==> src/rtl/floor_panel_pkg.sv <==
// Shared constants for the floor call panel: 7-segment glyphs (active low,
// {dp,g,f,e,d,c,b,a}) and the pbpulse field layout.
package floor_panel_pkg;

  localparam logic [7:0] SEG_BLANK = 8'hFF;
  localparam logic [7:0] SEG_U     = 8'hC1;
  localparam logic [7:0] SEG_P     = 8'h8C;
  localparam logic [7:0] SEG_D     = 8'hA1;
  localparam logic [7:0] SEG_N     = 8'hAB;

  // Index 0 is the rightmost element: glyphs for 0..F
  localparam logic [15:0][7:0] HEX_GLYPH = {
    8'h8E, 8'h86, 8'hA1, 8'hC6, 8'h83, 8'h88, 8'h90, 8'h80,
    8'hF8, 8'h82, 8'h92, 8'h99, 8'hB0, 8'hA4, 8'hF9, 8'hC0
  };

  // pbpulse fields, in units of N_FLOORS bits: {dn, up}
  localparam int UP_LSB = 0;
  localparam int DN_LSB = 1;

  function automatic logic [7:0] hex_glyph(input logic [3:0] v);
    return HEX_GLYPH[v];
  endfunction

endpackage

==> src/rtl/floor_call_panel_pb_debounce.sv <==
// One hall button: 2-flop sync, slowref-sampled debounce counter and a
// single-clock pulse on the rising edge of the clean level.
module pb_debounce #(
  parameter int DB_COUNT      = 4,
  parameter bit PB_ACTIVE_LOW = 1'b0
) (
  input  logic clk,
  input  logic resetb,
  input  logic slowref,
  input  logic i_raw,
  output logic o_pulse
);

  logic [1:0] r_sync;
  logic [3:0] r_cnt;
  logic       r_clean;
  logic       r_clean_d;
  logic       w_smp;

  assign w_smp = r_sync[1];

  always_ff @(posedge clk or negedge resetb) begin
    if (!resetb) begin
      r_sync    <= '0;
      r_cnt     <= '0;
      r_clean   <= 1'b0;
      r_clean_d <= 1'b0;
    end else begin
      r_sync    <= {r_sync[0], i_raw ^ PB_ACTIVE_LOW};
      r_clean_d <= r_clean;
      if (slowref) begin
        if (w_smp == r_clean) begin
          r_cnt <= '0;
        end else if (r_cnt == 4'(DB_COUNT - 1)) begin
          // DB_COUNT consecutive differing samples: accept the new level
          r_clean <= ~r_clean;
          r_cnt   <= '0;
        end else begin
          r_cnt <= r_cnt + 4'd1;
        end
      end
    end
  end

  assign o_pulse = r_clean & ~r_clean_d;

endmodule

==> src/rtl/floor_call_panel.sv <==
// Hall-button panel for N_FLOORS landings: debounced press pulses, latched
// up/down calls cleared by the car controller, and a 4-digit status display.
module floor_call_panel
  import floor_panel_pkg::*;
#(
  parameter  int N_FLOORS      = 4,
  parameter  int DB_COUNT      = 4,
  parameter  bit PB_ACTIVE_LOW = 1'b0,
  localparam int FLOOR_W       = $clog2(N_FLOORS)
) (
  input  logic                  clk,
  input  logic                  resetb,
  input  logic                  slowref,
  input  logic [N_FLOORS-1:0]   pb_up,
  input  logic [N_FLOORS-1:0]   pb_dn,
  input  logic [FLOOR_W-1:0]    clr_floor,
  input  logic                  clrup,
  input  logic                  clrdn,
  input  logic [FLOOR_W-1:0]    car_floor,
  input  logic                  moving,
  input  logic                  upsig,
  input  logic                  dnsig,
  output logic [2*N_FLOORS-1:0] pbpulse,
  output logic [N_FLOORS-1:0]   call_up,
  output logic [N_FLOORS-1:0]   call_dn,
  output logic                  call_any,
  output logic [7:0]            seg3,
  output logic [7:0]            seg2,
  output logic [7:0]            seg1,
  output logic [7:0]            seg0
);

  logic [1:0][N_FLOORS-1:0] w_pulse;
  logic [N_FLOORS-1:0]      w_set_up, w_set_dn, w_clr_up, w_clr_dn;
  logic [N_FLOORS-1:0]      r_call_up, r_call_dn;
  logic                     r_call_any;
  logic [7:0]               r_seg3, r_seg2, r_seg1, r_seg0;

  for (genvar f = 0; f < N_FLOORS; f++) begin : g_floor
    localparam bit UP_KEEP = (f != N_FLOORS - 1);
    localparam bit DN_KEEP = (f != 0);
    logic w_up_raw, w_dn_raw, w_here;

    // Top-floor up and ground-floor down buttons are tied to their idle level
    assign w_up_raw = (pb_up[f] & UP_KEEP) | (PB_ACTIVE_LOW & ~UP_KEEP);
    assign w_dn_raw = (pb_dn[f] & DN_KEEP) | (PB_ACTIVE_LOW & ~DN_KEEP);

    pb_debounce #(.DB_COUNT(DB_COUNT), .PB_ACTIVE_LOW(PB_ACTIVE_LOW)) u_up (
      .clk(clk), .resetb(resetb), .slowref(slowref),
      .i_raw(w_up_raw), .o_pulse(w_pulse[UP_LSB][f])
    );
    pb_debounce #(.DB_COUNT(DB_COUNT), .PB_ACTIVE_LOW(PB_ACTIVE_LOW)) u_dn (
      .clk(clk), .resetb(resetb), .slowref(slowref),
      .i_raw(w_dn_raw), .o_pulse(w_pulse[DN_LSB][f])
    );

    // A press at the floor where the car stands idle is served immediately
    assign w_here      = (car_floor == FLOOR_W'(f)) && !moving;
    assign w_set_up[f] = w_pulse[UP_LSB][f] & ~w_here;
    assign w_set_dn[f] = w_pulse[DN_LSB][f] & ~w_here;
    assign w_clr_up[f] = clrup && (clr_floor == FLOOR_W'(f));
    assign w_clr_dn[f] = clrdn && (clr_floor == FLOOR_W'(f));
  end

  always_ff @(posedge clk or negedge resetb) begin
    if (!resetb) begin
      r_call_up  <= '0;
      r_call_dn  <= '0;
      r_call_any <= 1'b0;
    end else begin
      r_call_up  <= (r_call_up | w_set_up) & ~w_clr_up;
      r_call_dn  <= (r_call_dn | w_set_dn) & ~w_clr_dn;
      r_call_any <= |{r_call_up, r_call_dn};
    end
  end

  always_ff @(posedge clk or negedge resetb) begin
    if (!resetb) begin
      r_seg3 <= SEG_BLANK;
      r_seg2 <= SEG_BLANK;
      r_seg1 <= SEG_BLANK;
      r_seg0 <= SEG_BLANK;
    end else begin
      r_seg1 <= SEG_BLANK;
      r_seg0 <= hex_glyph(4'(car_floor));
      if (moving && upsig && !dnsig) begin
        r_seg3 <= SEG_U;
        r_seg2 <= SEG_P;
      end else if (moving && dnsig && !upsig) begin
        r_seg3 <= SEG_D;
        r_seg2 <= SEG_N;
      end else begin
        r_seg3 <= SEG_BLANK;
        r_seg2 <= SEG_BLANK;
      end
    end
  end

  assign pbpulse  = w_pulse;
  assign call_up  = r_call_up;
  assign call_dn  = r_call_dn;
  assign call_any = r_call_any;
  assign seg3     = r_seg3;
  assign seg2     = r_seg2;
  assign seg1     = r_seg1;
  assign seg0     = r_seg0;

endmodule

==> config.mk <==
export PLATFORM = sky130hd
export DESIGN_NAME = floor_call_panel
export DESIGN_NICKNAME = d
export VERILOG_FILES = /design/src/rtl/floor_panel_pkg.sv /design/src/rtl/floor_call_panel_pb_debounce.sv /design/src/rtl/floor_call_panel.sv
export SDC_FILE = /design/constraint.sdc
export NUM_CORES = 1
export LEC_CHECK = 0
export CORE_ASPECT_RATIO = 1.1
export CORE_MARGIN = 5
export CORE_UTILIZATION = 56
export DETAILED_ROUTE_END_ITERATION = 8
export PLACE_DENSITY = 0.85
export SETUP_SLACK_MARGIN = 0.02
export SLEW_MARGIN = 20
export SYNTH_ARGS = -nofsm -noshare
export SYNTH_HDL_FRONTEND = slang
export SYNTH_SLANG_ARGS = --single-unit
==> constraint.sdc <==
create_clock -name clk -period 2.03 [get_ports clk]
set_input_delay 0.3045 -clock clk [delete_from_list [all_inputs] [get_ports clk]]
set_output_delay 0.3045 -clock clk [all_outputs]
set_load 0.1 [all_outputs]
== Word level (Yosys, flattened, before mapping) ==
Cells that the tools add are included.

* Bitwise operators: 48
* Div/mod/pow operators: 0
* Equal/unequal tests: 20
* Reductions and logical operators: 30
* $mul: 0
* Multiplexer cells: 22
* Order comparisons: 1
* Shift operators: 0
* $add $sub $neg: 8

{| class="wikitable"
|+ Operators with widths
! cell !! number
|-
| 4-bit two-way mux || 16
|-
| 4-bit by 1-bit adder with 4-bit output, second input constant || 8
|-
| 4-bit by 2-bit equality test with 1-bit output, second input constant || 8
|-
| 1-bit NOT || 26
|-
| 8-bit two-way mux || 3
|-
| 3-bit AND reduction || 8
|-
| 1-bit AND || 16
|-
| 8-bit binary-select mux with 2-bit select || 1
|-
| 1-bit logical AND || 16
|-
| 7-bit two-way mux || 2
|-
| 4-bit AND || 2
|-
| 2-bit equality test, second input constant || 4
|-
| 4-bit NOT || 2
|-
| 4-bit bitwise OR || 2
|-
| 8-bit OR reduction || 1
|-
| 1-bit equality test || 6
|-
| 2-bit by 5-bit less-than comparator with 1-bit output, second input constant || 1
|-
| 2-bit by 1-bit equality test with 1-bit output, second input constant || 2
|-
| 2-bit logical NOT || 2
|-
| 1-bit logical NOT || 3
|}

* Memories kept: 0
* Bits in read-only memories: 0
* Output and inout bits: 49
* Bits in latches: 0
* Logic and storage cells: 165
* Memory bits (writable): 0
* Input bits: 20
* Bits in registers: 93

== Longest topological paths before layout ==
* Word-level depth: 6
* Gate-level depth with buffers: 4
* Mapped depth without buffers: 4

== Hierarchy ==
A second synthesis with hierarchy kept.

* Cells, all modules: 302
* Area total of the unflattened synthesis: 3,733.6 um^2

{| class="wikitable"
|+ By module, submodules not included
! module !! area each (um^2) !! times used !! seq. area each (um^2) !! cells each
|-
| pb_debounce || 351.6 || 8 || 200.2 || 27
|-
| floor_call_panel || 920.9 || 1 || 461.7 || 86
|}

== Worst setup path after synthesis ==
No wires, ideal clock.

* Path type: flip-flop to output port
* Start point: register, netlist name seg2[4]
* End point: output seg2[6]
* Cell stages (with the launch flop): 2
* Setup slack: 0.468 ns
* Buffers on the path: 1
* Data arrival time: 1.258 ns
* Data required time: 1.725 ns
* Cell sequence: dfstp_2 -> buf_4

{| class="wikitable"
|+ RTL lines
! element !! line !! RTL
|-
| end, declared || floor_call_panel.sv:28 || <nowiki>output logic [7:0] seg2,</nowiki>
|}

== Worst setup path in the final report ==
* Start point: register g_floor[1].u_dn.r_clean
* End point: output pbpulse[5]

* Cells in the longest elaborated chain, start to end: 1

{| class="wikitable"
|+ RTL lines
! element !! line !! RTL
|-
| start, declared || floor_call_panel_pb_debounce.sv:16 || <nowiki>logic r_clean;</nowiki>
|-
| start signal, assigned || floor_call_panel_pb_debounce.sv:36 || <nowiki>r_clean <= ~r_clean;</nowiki>
|-
| 1-bit AND || floor_call_panel_pb_debounce.sv:45 || <nowiki>assign o_pulse = r_clean & ~r_clean_d;</nowiki>
|-
| end, declared || floor_call_panel.sv:23 || <nowiki>output logic [2*N_FLOORS-1:0] pbpulse,</nowiki>
|}

Every way passes these cells.

==> results list <==
- Count of buffers inserted at the top-level ports: 53
- In the synthesized netlist the async set-or-reset flop fraction comes to 1.00.
- Final Skew: 9.19 ps
- Worst Setup SP: g_floor[1].u_dn.r_clean$_DFFE_PN0P_
- After layout, the design draws a total of between 6 and 7 mW.
- Number of pins exceeding their max-slew limit in the final report: 0
- Top cell type by total area after synthesis: sky130_fd_sc_hd__dfrtp_1
- Clock period minus worst slack: 1690 ps
- Post-detailed-route count of antenna-violating nets: 0
* Clock Tree Root: sky130_fd_sc_hd__clkbuf_8
- Sorting the synthesized cells by area gives the leading types as sky130_fd_sc_hd__dfrtp_1, sky130_fd_sc_hd__buf_4, sky130_fd_sc_hd__dfstp_2.
- Along the worst path, the maximum fanout reaches 5.
- After detailed routing, the number of vias per cell comes to 5.51.
- Number of standard-cell rows in the floorplan: 30
- Among all flip-flop cells after synthesis, the most frequent one is sky130_fd_sc_hd__dfrtp_1.
- Final setup violation count: 0
* DRC: 0
- Count of flip-flops with a built-in enable after synthesis: 0
- In this run the standard cell core region covers between 6000 and 7000 sq um.
* Required time at the worst-slack endpoint: between 1500 and 2000 ps
- For this configuration, the core starts out at a cell density of 0.576.
* Die W: roughly 86 microns
* Warning count from the yosys run: 0
- Final hold slack: around 350 ps
* Post-Place Cells: around 410
* Critical R2R Launch: g_floor[3].u_dn.r_cnt[0]$_DFFE_PN0P_
- Dividing total power by cell area gives a power density of between 1500 and 2000 nW/um^2.
- Period utilisation layout: 0.830
* Num Clock Sinks: ~80
* Cell area after placement: 4020 sq um
* Post-Place Worst Slack: ~350 ps
* Status: complete, no violations
* Die height: 93.7 microns
* ANT cells: 0
* Unrepaired setup endpoints after global routing: false
- STA classifies the critical path endpoint as a primary output.
- Before antenna repair, the detailed router went through 4 iterations.
- Maximum ir drop on the vdd rail: roughly 1.2 mV
- The total count of hold-check failures in the final report came to 0.
- Summed over all nets, the half-perimeter wirelength after detailed placement is about 4700 microns.
* Leakage power total: 1.91 nW
* Detailed-route wire length per cell: approximately 15 microns
- Post-Route WL: between 6000 and 7000 microns
- Number of antenna violations at the first check in global routing: 0
- The first routing iteration left approximately 170 violations.
* TritonCTS clock tree: built
* Highest achievable clock rate: slightly below 600 MHz
- The clock passes through at most 2 buffers.
* Share of cells above drive strength 1: 0.231
- Post-layout net count: approximately 370
- STA puts the critical path data arrival time at 1380 ps.
- Flop and latch count out of synthesis: between 70 and 80
- Worst setup slack after layout: approximately 340 ps
* Worst Hold Launch: g_floor[1].u_up.r_sync[0]$_DFF_PN0_
- Maximum number of pins on one net before global-route repair: 37
* Multi-input gate area: approximately 1300 sq um
- Counting every instance in the synthesized netlist gives ~300.
- GR Overflow Total: 0
- Startpoint kind of the worst setup timing path: flip-flop
- The finished cells cover approximately 4200 sq um.
* Post-CTS Resized: 0
- Final Non-Filler Cells: 431
* Fill cell count: about 450
* Area share of the largest cell type after synthesis: 0.484
- The setup path with the least slack is of type flip-flop to primary output.
* Most frequent cells in the layout: sky130_fd_sc_hd__dfrtp_1, sky130_fd_sc_hd__buf_4, sky130_fd_sc_hd__nand2_1
* Register area: around 2000 sq um
* CTS Buf Count: 9
- The library cell used most frequently in the layout, excluding fill and tap cells, is sky130_fd_sc_hd__dfrtp_1.
- Via count of the first global-routing pass: 2368
* Number of levels in the clock H-tree: 3
- After synthesis, the mean cell area works out to between 10 and 15 sq um.
- Max Cap Viol: 0
- Latest clock arrival within the worst-skew pair: approximately 350 ps
- Wire length of the first global-routing pass: 11100 microns
- Vias post-DR: ~2400
- At the end of routability-driven placement, the weighted congestion stood at 0.833.
- Tightest Hold Check Type: flip-flop to flip-flop
* Clock-pin slew reported for the worst setup and hold paths after clock tree synthesis: around 80 ps
- Die area: 8070 sq um
- Overall fraction of global-route tracks in use: 0.178
- Combined area of all synthesized cells: between 3000 and 4000 sq um
- Utilization after layout: 0.680
* Area Growth Syn to Fin: 18.2%
* TNS Setup: 0 ps
* Sequential fraction of the synthesis area: 0.551
* Distinct cell type count after synthesis: 45
- Pin placement for this block handled roughly 70 I/O pins.
-- where the power goes --
part	switching, mW	leakage, nW	internal, mW
sequential	0.469	0.944	2.02
combinational	2.10	0.877	0.990
clock	0.539	0.0931	0.562
total	3.11	1.91	3.57
-- cell families (layout without fill, tap and decap cells) --
kind of cell	count (synthesis)	count (layout)	synth area share
other cells	2	14	0.00211
compound gates	61	61	0.131
buf+inv	45	83	0.0867
flops	78	78	0.551
xor+xnor	12	12	0.0316
simple gates	87	87	0.144
fa+ha+maj	8	8	0.0281
mux	8	8	0.0267
-- area by class of cell --
type,count,area share
repair buffers,59,0.142
flip-flops and latches,78,0.466
inverters,8,0.00713
well taps,80,0.0238
clock buffers,11,0.0312
clock inverters,5,0.0125
multi-input cells,190,0.318
-- path summary, 6_finish.rpt --
path	endpoint	slack, ps	cells past startpoint
setup / recovery	pbpulse[5]	340	2
hold / removal	g_floor[1].u_up.r_sync[1]$_DFF_PN0_	350	0
setup reg to reg	g_floor[3].u_dn.r_clean$_DFFE_PN0P_	630	4
hold reg to reg	g_floor[1].u_up.r_sync[1]$_DFF_PN0_	350	0
max in group asynchronous	seg0[2]$_DFF_PN1_	920	3
min in group asynchronous	g_floor[2].u_dn.r_sync[0]$_DFF_PN0_	440	2
-- synth_stat cells (7+ instances only) --
library cell / count
sky130_fd_sc_hd__a21oi_1: 11
sky130_fd_sc_hd__a31oi_1: 9
sky130_fd_sc_hd__buf_4: 33
sky130_fd_sc_hd__dfrtp_1: 69
sky130_fd_sc_hd__dfstp_2: 9
sky130_fd_sc_hd__ha_1: 8
sky130_fd_sc_hd__inv_1: 7
sky130_fd_sc_hd__nand2_1: 23
sky130_fd_sc_hd__nand3_1: 11
sky130_fd_sc_hd__nand3b_1: 7
sky130_fd_sc_hd__nor2b_1: 19
sky130_fd_sc_hd__nor4_1: 7
sky130_fd_sc_hd__o21ai_0: 8
sky130_fd_sc_hd__o2bb2ai_1: 13
-- worst max-delay path, stage by stage (launching register included) --
cell,delay (ps)
sky130_fd_sc_hd__dfrtp_1,450
sky130_fd_sc_hd__nor2b_1,360
sky130_fd_sc_hd__buf_12,220
-- routing by layer --
layer / global-route usage / wire [microns] / up-vias
met5: 0 / 0 / -
met4: 0.0950 / 165 / 0
li1: - / - / 1119
met1: 0.211 / 2570 / 1153
met3: 0.0491 / 538 / 21
met2: 0.294 / 3320 / 80
-- repair_timing --
item / CTS / global route
hold buffers: 1 / 0
hold endpoints to repair: 33 / 0
setup buffers: 0 / 0
endpoints found under the setup margin: 0 / 0
-- sequential cells by signal, summed over array words and instances (netlist names) --
signal and count:
call_up 4, g_floor.u_up.r_cnt 16, g_floor.u_dn.r_clean 4, g_floor.u_dn.r_cnt 16, seg0 6, call_dn 4
g_floor.u_up.r_clean 4, seg2 3, g_floor.u_dn.r_clean_d 4, g_floor.u_up.r_sync 6, g_floor.u_up.r_clean_d 4, g_floor.u_dn.r_sync 6
call_any 1
(Power assumes the default switching activity.)
